[config.mk]
export PLATFORM = sky130hd
export DESIGN_NAME = branch_resolver_flat
export DESIGN_NICKNAME = d
export VERILOG_FILES = /design/src/rtl/branch_resolver_if.sv /design/src/rtl/branch_resolver.sv /design/src/flat_wrapper.sv
export SDC_FILE = /design/constraint.sdc
export NUM_CORES = 1
export LEC_CHECK = 0
export ABC_AREA = 1
export CAP_MARGIN = 0
export CORE_ASPECT_RATIO = 1.4
export CORE_MARGIN = 3
export CORE_UTILIZATION = 40
export DETAILED_ROUTE_END_ITERATION = 16
export SETUP_SLACK_MARGIN = 0.15
export SYNTH_ARGS = -nofsm -noshare
export SYNTH_HDL_FRONTEND = slang
export SYNTH_SLANG_ARGS = --single-unit
[constraint.sdc]
create_clock -name clk -period 12.9 [get_ports clk]
set_input_delay 1.935 -clock clk [delete_from_list [all_inputs] [get_ports clk]]
set_output_delay 1.935 -clock clk [all_outputs]
set_load 0.01 [all_outputs]
[src/rtl/branch_resolver_if.sv]
// Signal bundle between IF, EX, the branch predictor update port and the branch resolver.
// The resolver uses the slave side; whatever drives IF/EX stimulus uses the master side.
interface branch_resolver_if;
    logic        fetch_valid;
    logic        fetch_ready;
    logic [31:0] fetch_pc;
    logic        fetch_pred_jump;
    logic [31:0] fetch_pred_target;

    logic        ex_valid;
    logic [31:0] ex_pc;
    logic        ex_is_branch;
    logic        ex_taken;
    logic [31:0] ex_target;

    logic        upd_en;
    logic [31:0] upd_addr;
    logic        upd_jumpinst;
    logic        upd_jump;
    logic        upd_predfail;
    logic [31:0] upd_target;

    logic        redirect_valid;
    logic [31:0] redirect_pc;

    logic        seq_error;
    logic [31:0] branch_cnt;
    logic [31:0] mispred_cnt;

    modport slave (
        input  fetch_valid, fetch_pc, fetch_pred_jump, fetch_pred_target,
        input  ex_valid, ex_pc, ex_is_branch, ex_taken, ex_target,
        output fetch_ready,
        output upd_en, upd_addr, upd_jumpinst, upd_jump, upd_predfail, upd_target,
        output redirect_valid, redirect_pc,
        output seq_error, branch_cnt, mispred_cnt
    );

    modport master (
        output fetch_valid, fetch_pc, fetch_pred_jump, fetch_pred_target,
        output ex_valid, ex_pc, ex_is_branch, ex_taken, ex_target,
        input  fetch_ready,
        input  upd_en, upd_addr, upd_jumpinst, upd_jump, upd_predfail, upd_target,
        input  redirect_valid, redirect_pc,
        input  seq_error, branch_cnt, mispred_cnt
    );
endinterface

[src/rtl/branch_resolver.sv]
// In-order queue of fetch-time predictions, checked against EX outcomes; drives
// predictor updates, fetch redirects on mispredict, and resolve statistics.
module branch_resolver #(
    parameter int QDEPTH = 8,
    parameter int QAW    = 3
) (
    input  logic clk,
    input  logic reset,
    branch_resolver_if.slave bus
);
    localparam logic [QAW:0]   FULL_CNT = (QAW+1)'(QDEPTH);
    localparam logic [QAW-1:0] PTR_ONE  = QAW'(1);

    logic [31:0]    q_pc [QDEPTH];
    logic           q_pj [QDEPTH];
    logic [31:0]    q_pt [QDEPTH];

    logic [QAW-1:0] head, tail;
    logic [QAW:0]   count;

    logic [31:0]    h_pc, h_pt;
    logic           h_pj;
    logic           empty, full, resolve, pc_match, taken_act, mispred, upd_fire, push;

    logic           upd_en_q, upd_jumpinst_q, upd_jump_q, upd_predfail_q;
    logic [31:0]    upd_addr_q, upd_target_q;
    logic           redirect_valid_q;
    logic [31:0]    redirect_pc_q;
    logic           seq_error_q;
    logic [31:0]    branch_cnt_q, mispred_cnt_q;

    always_comb begin
        empty     = (count == '0);
        full      = (count == FULL_CNT);
        h_pc      = q_pc[head];
        h_pj      = q_pj[head];
        h_pt      = q_pt[head];
        // While a redirect is out, anything arriving from EX is wrong-path.
        resolve   = bus.ex_valid & ~redirect_valid_q & ~empty;
        pc_match  = (bus.ex_pc == h_pc);
        taken_act = bus.ex_is_branch & bus.ex_taken;
        mispred   = resolve & pc_match &
                    ((taken_act != h_pj) | (taken_act & h_pj & (bus.ex_target != h_pt)));
        upd_fire  = resolve & pc_match & (bus.ex_is_branch | h_pj);
        push      = bus.fetch_valid & ~full & ~mispred & ~redirect_valid_q;
    end

    always_ff @(posedge clk) begin
        if (push) begin
            q_pc[tail] <= bus.fetch_pc;
            q_pj[tail] <= bus.fetch_pred_jump;
            q_pt[tail] <= bus.fetch_pred_target;
        end
    end

    always_ff @(posedge clk) begin
        if (reset) begin
            head  <= '0;
            tail  <= '0;
            count <= '0;
        end else if (mispred) begin
            head  <= tail;
            count <= '0;
        end else begin
            if (push)    tail <= tail + PTR_ONE;
            if (resolve) head <= head + PTR_ONE;
            case ({push, resolve})
                2'b10:   count <= count + 1'b1;
                2'b01:   count <= count - 1'b1;
                default: count <= count;
            endcase
        end
    end

    always_ff @(posedge clk) begin
        if (reset) begin
            upd_en_q         <= 1'b0;
            upd_addr_q       <= '0;
            upd_jumpinst_q   <= 1'b0;
            upd_jump_q       <= 1'b0;
            upd_predfail_q   <= 1'b0;
            upd_target_q     <= '0;
            redirect_valid_q <= 1'b0;
            redirect_pc_q    <= '0;
            seq_error_q      <= 1'b0;
            branch_cnt_q     <= '0;
            mispred_cnt_q    <= '0;
        end else begin
            upd_en_q         <= upd_fire;
            upd_addr_q       <= upd_fire ? bus.ex_pc : '0;
            upd_jumpinst_q   <= upd_fire & bus.ex_is_branch;
            upd_jump_q       <= upd_fire & taken_act;
            upd_predfail_q   <= upd_fire & mispred;
            upd_target_q     <= upd_fire ? bus.ex_target : '0;
            redirect_valid_q <= mispred;
            redirect_pc_q    <= mispred ? (taken_act ? bus.ex_target : bus.ex_pc + 32'd4) : '0;
            if ((bus.ex_valid & ~redirect_valid_q & empty) | (resolve & ~pc_match))
                seq_error_q <= 1'b1;
            if (resolve & pc_match & bus.ex_is_branch & (branch_cnt_q != '1))
                branch_cnt_q <= branch_cnt_q + 32'd1;
            if (mispred & (mispred_cnt_q != '1))
                mispred_cnt_q <= mispred_cnt_q + 32'd1;
        end
    end

    assign bus.fetch_ready    = ~full;
    assign bus.upd_en         = upd_en_q;
    assign bus.upd_addr       = upd_addr_q;
    assign bus.upd_jumpinst   = upd_jumpinst_q;
    assign bus.upd_jump       = upd_jump_q;
    assign bus.upd_predfail   = upd_predfail_q;
    assign bus.upd_target     = upd_target_q;
    assign bus.redirect_valid = redirect_valid_q;
    assign bus.redirect_pc    = redirect_pc_q;
    assign bus.seq_error      = seq_error_q;
    assign bus.branch_cnt     = branch_cnt_q;
    assign bus.mispred_cnt    = mispred_cnt_q;
endmodule

[src/flat_wrapper.sv]
// flat-port wrapper written by rule: the top's interface ports become plain ports
module branch_resolver_flat 
#(
    parameter int QDEPTH = 8,
    parameter int QAW    = 3
)
  (clk, reset, bus_fetch_valid, bus_fetch_pc, bus_fetch_pred_jump, bus_fetch_pred_target, bus_ex_valid, bus_ex_pc, bus_ex_is_branch, bus_ex_taken, bus_ex_target, bus_fetch_ready, bus_upd_en, bus_upd_addr, bus_upd_jumpinst, bus_upd_jump, bus_upd_predfail, bus_upd_target, bus_redirect_valid, bus_redirect_pc, bus_seq_error, bus_branch_cnt, bus_mispred_cnt);
  branch_resolver_if bus_i ();
  input  logic clk;
  input  logic reset;
  input wire logic [$bits(bus_i.fetch_valid)-1:0] bus_fetch_valid;
  input wire logic [$bits(bus_i.fetch_pc)-1:0] bus_fetch_pc;
  input wire logic [$bits(bus_i.fetch_pred_jump)-1:0] bus_fetch_pred_jump;
  input wire logic [$bits(bus_i.fetch_pred_target)-1:0] bus_fetch_pred_target;
  input wire logic [$bits(bus_i.ex_valid)-1:0] bus_ex_valid;
  input wire logic [$bits(bus_i.ex_pc)-1:0] bus_ex_pc;
  input wire logic [$bits(bus_i.ex_is_branch)-1:0] bus_ex_is_branch;
  input wire logic [$bits(bus_i.ex_taken)-1:0] bus_ex_taken;
  input wire logic [$bits(bus_i.ex_target)-1:0] bus_ex_target;
  output wire logic [$bits(bus_i.fetch_ready)-1:0] bus_fetch_ready;
  output wire logic [$bits(bus_i.upd_en)-1:0] bus_upd_en;
  output wire logic [$bits(bus_i.upd_addr)-1:0] bus_upd_addr;
  output wire logic [$bits(bus_i.upd_jumpinst)-1:0] bus_upd_jumpinst;
  output wire logic [$bits(bus_i.upd_jump)-1:0] bus_upd_jump;
  output wire logic [$bits(bus_i.upd_predfail)-1:0] bus_upd_predfail;
  output wire logic [$bits(bus_i.upd_target)-1:0] bus_upd_target;
  output wire logic [$bits(bus_i.redirect_valid)-1:0] bus_redirect_valid;
  output wire logic [$bits(bus_i.redirect_pc)-1:0] bus_redirect_pc;
  output wire logic [$bits(bus_i.seq_error)-1:0] bus_seq_error;
  output wire logic [$bits(bus_i.branch_cnt)-1:0] bus_branch_cnt;
  output wire logic [$bits(bus_i.mispred_cnt)-1:0] bus_mispred_cnt;
  assign bus_i.fetch_valid = bus_fetch_valid;
  assign bus_i.fetch_pc = bus_fetch_pc;
  assign bus_i.fetch_pred_jump = bus_fetch_pred_jump;
  assign bus_i.fetch_pred_target = bus_fetch_pred_target;
  assign bus_i.ex_valid = bus_ex_valid;
  assign bus_i.ex_pc = bus_ex_pc;
  assign bus_i.ex_is_branch = bus_ex_is_branch;
  assign bus_i.ex_taken = bus_ex_taken;
  assign bus_i.ex_target = bus_ex_target;
  assign bus_fetch_ready = bus_i.fetch_ready;
  assign bus_upd_en = bus_i.upd_en;
  assign bus_upd_addr = bus_i.upd_addr;
  assign bus_upd_jumpinst = bus_i.upd_jumpinst;
  assign bus_upd_jump = bus_i.upd_jump;
  assign bus_upd_predfail = bus_i.upd_predfail;
  assign bus_upd_target = bus_i.upd_target;
  assign bus_redirect_valid = bus_i.redirect_valid;
  assign bus_redirect_pc = bus_i.redirect_pc;
  assign bus_seq_error = bus_i.seq_error;
  assign bus_branch_cnt = bus_i.branch_cnt;
  assign bus_mispred_cnt = bus_i.mispred_cnt;
  branch_resolver #(.QDEPTH(QDEPTH), .QAW(QAW)) u_core (.clk(clk), .reset(reset), .bus(bus_i));
endmodule
After elaboration in Yosys (flattened, before gate mapping)
Memory sizes are Yosys's and may differ from the RTL's. A register that Yosys moved wholly into a read port is not among the register bits.
Index checks and enable logic that the tools add are counted.
Widths: inputs -> output; s select.
{ "word_totals": {"ff_bits": 176, "elab_cells": 79, "output_inout_bits": 167, "input_bits": 135, "mem_count": 3, "ram_bits": 520} }
{ "classes": {"n_addsub": 7, "muxes": 12, "eq_ne": 8, "bitwise": 28, "reduce_logical": 7} }
{ "mem_list": {"columns": ["name", "depth", "word_bits", "read_ports", "rd_clocked_by_memory_dff", "write_ports", "line_no", "source"], "rows": [
  ["u_core.q_pc", 8, 32, 1, 1, 1, "branch_resolver.sv:14", "logic [31:0] q_pc [QDEPTH];"],
  ["u_core.q_pt", 8, 32, 1, 1, 1, "branch_resolver.sv:16", "logic [31:0] q_pt [QDEPTH];"],
  ["u_core.q_pj", 8, 1, 1, 1, 1, "branch_resolver.sv:15", "logic q_pj [QDEPTH];"]
]} }
{ "op_table": {"columns": ["op", "count"], "rows": [
  ["$add 32x1->32 const B", 2],
  ["$ne 32x32->1 const B", 2],
  ["$add 32x3->32 const B", 1],
  ["$eq 32x32->1", 1],
  ["$mux 32", 1],
  ["$ne 32x32->1", 1],
  ["$mux 3", 8],
  ["$and 1x1->1", 19],
  ["$pmux 4 s2", 1],
  ["$add 3x1->3 const B", 2],
  ["$not 1->1", 6],
  ["$reduce_or 2->1", 3],
  ["$add 4x1->4 const B", 1],
  ["$eq 4x4->1 const B", 1],
  ["$logic_not 4->1", 1],
  ["$reduce_bool 2->1", 2],
  ["$sub 4x1->4 const B", 1],
  ["$or 1x1->1", 3],
  ["$eq 2x1->1 const B", 1],
  ["$eq 2x2->1 const B", 1],
  ["$mux 1", 2],
  ["$reduce_and 2->1", 1],
  ["$ne 1x1->1", 1]
]} }

Depth between registers and ports, before layout
{ "logic_depth": {"ltp_word": 10, "mapped_depth": 31, "depth_no_buf": 28} }

Least setup slack after synthesis
Ideal clock, no wire load.
{ "synth_path": {"path_type": "in2reg", "start": "input bus_ex_is_branch", "end": "memory u_core.q_pc[4][0] (enable)", "stages": 10, "setup_ns": 0.569, "n_path_buf": 2, "required_time_ns": 12.331, "slack_ns": 4.673, "arrival_time_ns": 7.659, "path_cell_list": "nand2_1 clkinv_1 clkbuf_1 ha_1 inv_1 nand2_1 nand2_2 buf_6 nand2_2 nor3_1"} }
{ "synth_between": {"elab_chain_cells": 10, "word_cells_on_any_way": 11} }
{ "synth_lines": {"columns": ["element", "line_no", "source"], "rows": [
  ["start, declared", "flat_wrapper.sv:17", "input wire logic [$bits(bus_i.ex_is_branch)-1:0] bus_ex_is_branch;"],
  ["$and 1x1->1 (*)", "branch_resolver.sv:41", "taken_act = bus.ex_is_branch & bus.ex_taken;"],
  ["$and 1x1->1 (2 in series)", "branch_resolver.sv:43", "((taken_act != h_pj) | (taken_act & h_pj & (bus.ex_target != h_pt)));"],
  ["$or 1x1->1 (*)", "branch_resolver.sv:43", null],
  ["$and 1x1->1 (*)", "branch_resolver.sv:42", "mispred = resolve & pc_match &"],
  ["$not 1->1 (*)", "branch_resolver.sv:45", "push = bus.fetch_valid & ~full & ~mispred & ~redirect_valid_q;"],
  ["$and 1x1->1 (*) (2 in series)", "branch_resolver.sv:45", null],
  ["$mux 1 (*)", "branch_resolver.sv:49", "if (push) begin"],
  ["$mux 1 (not written as such) (*)", "branch_resolver.sv:50", "q_pc[tail] <= bus.fetch_pc;"],
  ["end, declared", "branch_resolver.sv:14", null]
]} }
Every way passes the cells marked *; elsewhere a longest branch is shown, timed or not.

==> flow_results.org <==
** Placement
- Buffers on Ports :: 301
- The congestion estimate from routability-driven global placement came to 0.9330.
- Summed over all nets, the half-perimeter wirelength after detailed placement is 61.20 mm.

** Pwr
- Comb pwr share :: 0.205
- In this run the power density over the cells is 161.1 nW/um^2.
- Switching pwr :: 1.781 mW
- Register share of total power :: 0.440
- Worst-case vdd ir drop :: 0.00009784 V
- The share of total power dissipated in the clock network is 0.355.
- Leak pwr :: 13.82 nW
- Net switching fraction of the power :: 0.3058
- The internal power of the cells totals 4.043 mW.

** Layout
- Area growth, synth to finish :: 20.42%
- Of the cells placed in the final design, the portion with a size suffix greater than 1 is 0.04894.
- Net total in the final layout :: 3,540
- Number of filler instances in the final layout :: 6,886

** Drt
- Vias per Instance :: 5.248
- DR vias :: 23,190
- Total length of routed wires :: 96.19 mm
- The first routing iteration left 1,970 violations.
- The detail route stage leaves a number of antenna-violating nets equal to 0.
- WL per Instance :: 21.77 um
- The first detailed-routing pass ran for 7 iterations.
- After detailed routing, the number of remaining DRC violations is 0.

** Synthesis
- For this run, the number of Yosys warnings is 0.
- Basic-gate share of the synthesized area counting and, or, nand and nor cells :: 0.2408
- Sorting the synthesized cells by area gives the leading types as edfxtp_1, dfxtp_1, nand2_1.
- Dominant cell type by area after synthesis :: edfxtp_1
- For this run, the leading register cell type out of synthesis is edfxtp_1.
- Measured against the total synthesized area, the mux share comes to 0.
- Part of the Yosys area used for sequential elements :: 0.6393
- Synthesis instantiated 37 different standard cells from the library.
- Synthesized-area fraction occupied by ao, oa, aoi and oai cells :: 0.03508
- Leading cell types by count after synthesis :: nand2_1, edfxtp_1, nand3_1
- Of the total synthesized cell area, the portion taken by full adders, half adders and majority gates is 0.004416.
- By area, the combinational part of the netlist is dominated by simple AND/OR/NAND/NOR gates.
- Of the total synthesized cell area, the portion taken by XOR and XNOR cells is 0.02450.
- Cell area after technology mapping :: 30,030 um^2
- EDFF count, synth :: 520
- The share of synthesized area in the top cell type comes to 0.5200.
- Synthesis produced 3,130 cells.
- Number of nets produced by synthesis :: 3,275
- In the synthesized netlist the async set-or-reset flop fraction comes to 0.
- Synthesis inferred 699 register bits.
- The average instance in the mapped netlist occupies 9.595 um^2.
- Most common cell in the netlist :: nand2_1

** Timing
- Counting I/O delays and the setup requirement, the final critical path takes 6.425 ns.
- Fin crit share :: 0.4981
- # setup viols final :: 0
- The worst pin sits at a relative slew slack of 0.2490.
- Total count of max-transition violations in the final report :: 0
- Upper clock frequency limit :: 155.6 MHz
- RSZ-0062 raised after global routing :: no
- At the pin with the least slew margin, the transition time is 1.124 ns.
- Post-route setup TNS :: 0 ns
- Clk_skew :: 0.03996 ns
- Hold slack :: 0.4859 ns
- The number of hold violations in the final report was 0.

** Floorplanning
- Vertical die dimension :: 330.2 um
- Rows :: 118
- The floorplan step defined a die boundary enclosing 78,450 um^2.
- The die is 237.6 um wide.
- Top-level port count :: 302
- Effective utilization at floorplan :: 0.4052
- Area of the core :: 74,120 um^2

** Hold path
- Worst hold endpoint :: u_core.count[0]$_SDFFE_PP0P_
- The startpoint identified for the worst hold timing path is u_core.count[0]$_SDFFE_PP0P_.
- The worst hold path belongs to the class flip-flop to flip-flop.
- Hold path depth :: 2

** Status
- The run finished with clean final reports.

** CTS
- Resized Gates After CTS :: 0
- After clock tree synthesis, the clock-pin slew on the worst setup and hold paths is 0.06 ns.
- Clock tree synthesis inserted a total of 71 buffers.
- H-Tree Level Count :: 3
- Clock root buffer :: clkbuf_16
- Post-CTS timing repair inserted 0 buffers for setup.
- CTS tree :: done
- Sink count of the clock tree :: 699
- For this design, the CTS-stage hold fixing added 0 buffers.
- The clock passes through at most 3 buffers.
- For the worst-skew pair, the clock arrives at the later sink with an insertion delay of 0.63 ns.

** Worst setup path
- Startpoint class of the critical path :: flip-flop
- Category of the most critical setup path :: flip-flop to flip-flop
- Worst EP arrival :: 6.65 ns
- Along the worst path, the maximum fanout reaches 114.
- Capturing point of the worst reg2reg path :: u_core.q_pc[7][3]$_DFFE_PP_
- Number of cells on the worst reg-to-reg path :: 19
- Worst endpoint required time :: 13.12 ns
- STA classifies the critical path endpoint as a flip-flop.
- Setup slack of the worst register-to-register path :: 6.47 ns

** GRT
- Number of antenna violations at the first check in global routing :: 14
- For this run, the total global-route usage over all layers was measured as 0.2405.
- Largest net degree at the start of global routing :: 115
- The number of global-route vias before repair came to 22,090.
- First-pass GRT wire length :: 140.8 mm
- Global route total overflow :: 0

** Run
- Max Cap Viol :: 0
-- worst max path at each step --
stage / startpoint / end / slack (ns) / cells after the start
floorplan: bus_ex_is_branch / u_core.q_pc[4][0]$_DFFE_PP_ / 4.67 / 10
global placement: bus_ex_target[24] / u_core.q_pc[7][2]$_DFFE_PP_ / 6.45 / 15
detailed placement: bus_ex_target[24] / u_core.q_pc[7][4]$_DFFE_PP_ / 6.38 / 15
CTS: flip-flop / u_core.q_pc[7][3]$_DFFE_PP_ / 6.48 / 19
global route: flip-flop / u_core.q_pc[7][3]$_DFFE_PP_ / 5.99 / 19
finish: flip-flop / u_core.q_pc[7][3]$_DFFE_PP_ / 6.47 / 19
-- layout by cell type (no fill, tap or decap), types with 33 or more instances in the layout --
master	synthesis	final
nand2_1	860	860
edfxtp_1	520	520
nand3_1	424	423
nor2_1	371	367
clkdlybuf4s50_1	0	300
inv_1	246	245
dfxtp_1	179	176
a21oi_1	83	83
clkbuf_16	0	75
xor2_1	72	72
o21ai_0	69	69
nor3_1	45	41
o21ai_1	40	40
buf_4	16	33
-- layout make-up --
| type | instances | area (um^2) | area share |
|---|---|---|---|
| Sequential cell | 699 | 19210 | 0.5312 |
| Clock inverter | 33 | 267.8 | 0.007404 |
| Inverter | 252 | 954.7 | 0.02640 |
| Clock buffer | 98 | 2043 | 0.05650 |
| Antenna cell | 6 | 15.01 | 0.0004152 |
| Tap cell | 960 | 1201 | 0.03322 |
| Multi-Input combinational cell | 2037 | 9215 | 0.2548 |
| Timing Repair Buffer | 334 | 3256 | 0.09003 |
-- kinds of logic after synthesis --
group	after synthesis
and+or+nand+nor	1739
AOI/OAI and AO/OA	204
xor gates and xnor gates	84
DFF	699
buffers and inverters	394
adders and majority gates	10
-- metrics by stage --
stage            util  worst slack (ns)  area (um^2)  instances  power (mW)
2_1_floorplan       -             4.673        30030       3130       3.464
3_3_place_gp   0.4565             6.446        33840       4282       3.795
3_5_place_dp   0.4565             6.376        33840       4282       3.808
4_1_cts        0.4877             6.475        36150       4413       5.870
5_1_grt        0.4877             5.993        36150       4414       6.102
6_report       0.4879             6.475        36160       4419       5.824
-- registers in the layout, indices dropped and copies added, names as in the netlist, named ones only --
name and flops:
u_core.bus.upd_jumpinst 1, u_core.q_pt 256, u_core.bus.upd_jump 1, u_core.head 3, u_core.q_pj 8, u_core.bus.redirect_valid 1, u_core.bus.upd_target 32, u_core.count 4
u_core.bus.mispred_cnt 32, u_core.q_pc 256, u_core.bus.upd_en 1, u_core.bus.upd_addr 32, u_core.bus.redirect_pc 32, u_core.tail 3, u_core.bus.branch_cnt 32, u_core.bus.upd_predfail 1
u_core.bus.seq_error 1
-- critical path: stages (launching register included) --
cell and delay (ns):
dfxtp_4 0.51, inv_6 0.71, buf_4 0.82, nand2_1 0.12
nand3_1 0.10, nand3_1 0.10, nand3_1 0.11, nand2_1 0.06
inv_1 0.06, nand2_1 0.23, nor2_1 0.17, nand2_1 0.06
nor2_1 0.17, nand2_1 0.09, nand2_1 0.09, nand2_1 0.11
nand2_2 0.24, nand3_1 0.37, nor2_4 0.95, buf_4 0.73
-- power groups by stage --
stage / registers, mW / logic (mW) / clock network, mW
floorplan: 2.58 / 0.881 / 0
global placement: 2.61 / 1.19 / 0
detailed placement: 2.61 / 1.20 / 0
CTS: 2.56 / 1.20 / 2.11
global route: 2.57 / 1.35 / 2.18
finish: 2.56 / 1.20 / 2.07
-- metal layers --
metal	share of wire	GRT usage
met1	0.41	0.3096
met2	0.48	0.4024
met3	0.075	0.04493
met4	0.036	0.09621
met5	0.00084	0
Note: power is estimated with default switching activity, not from simulation.
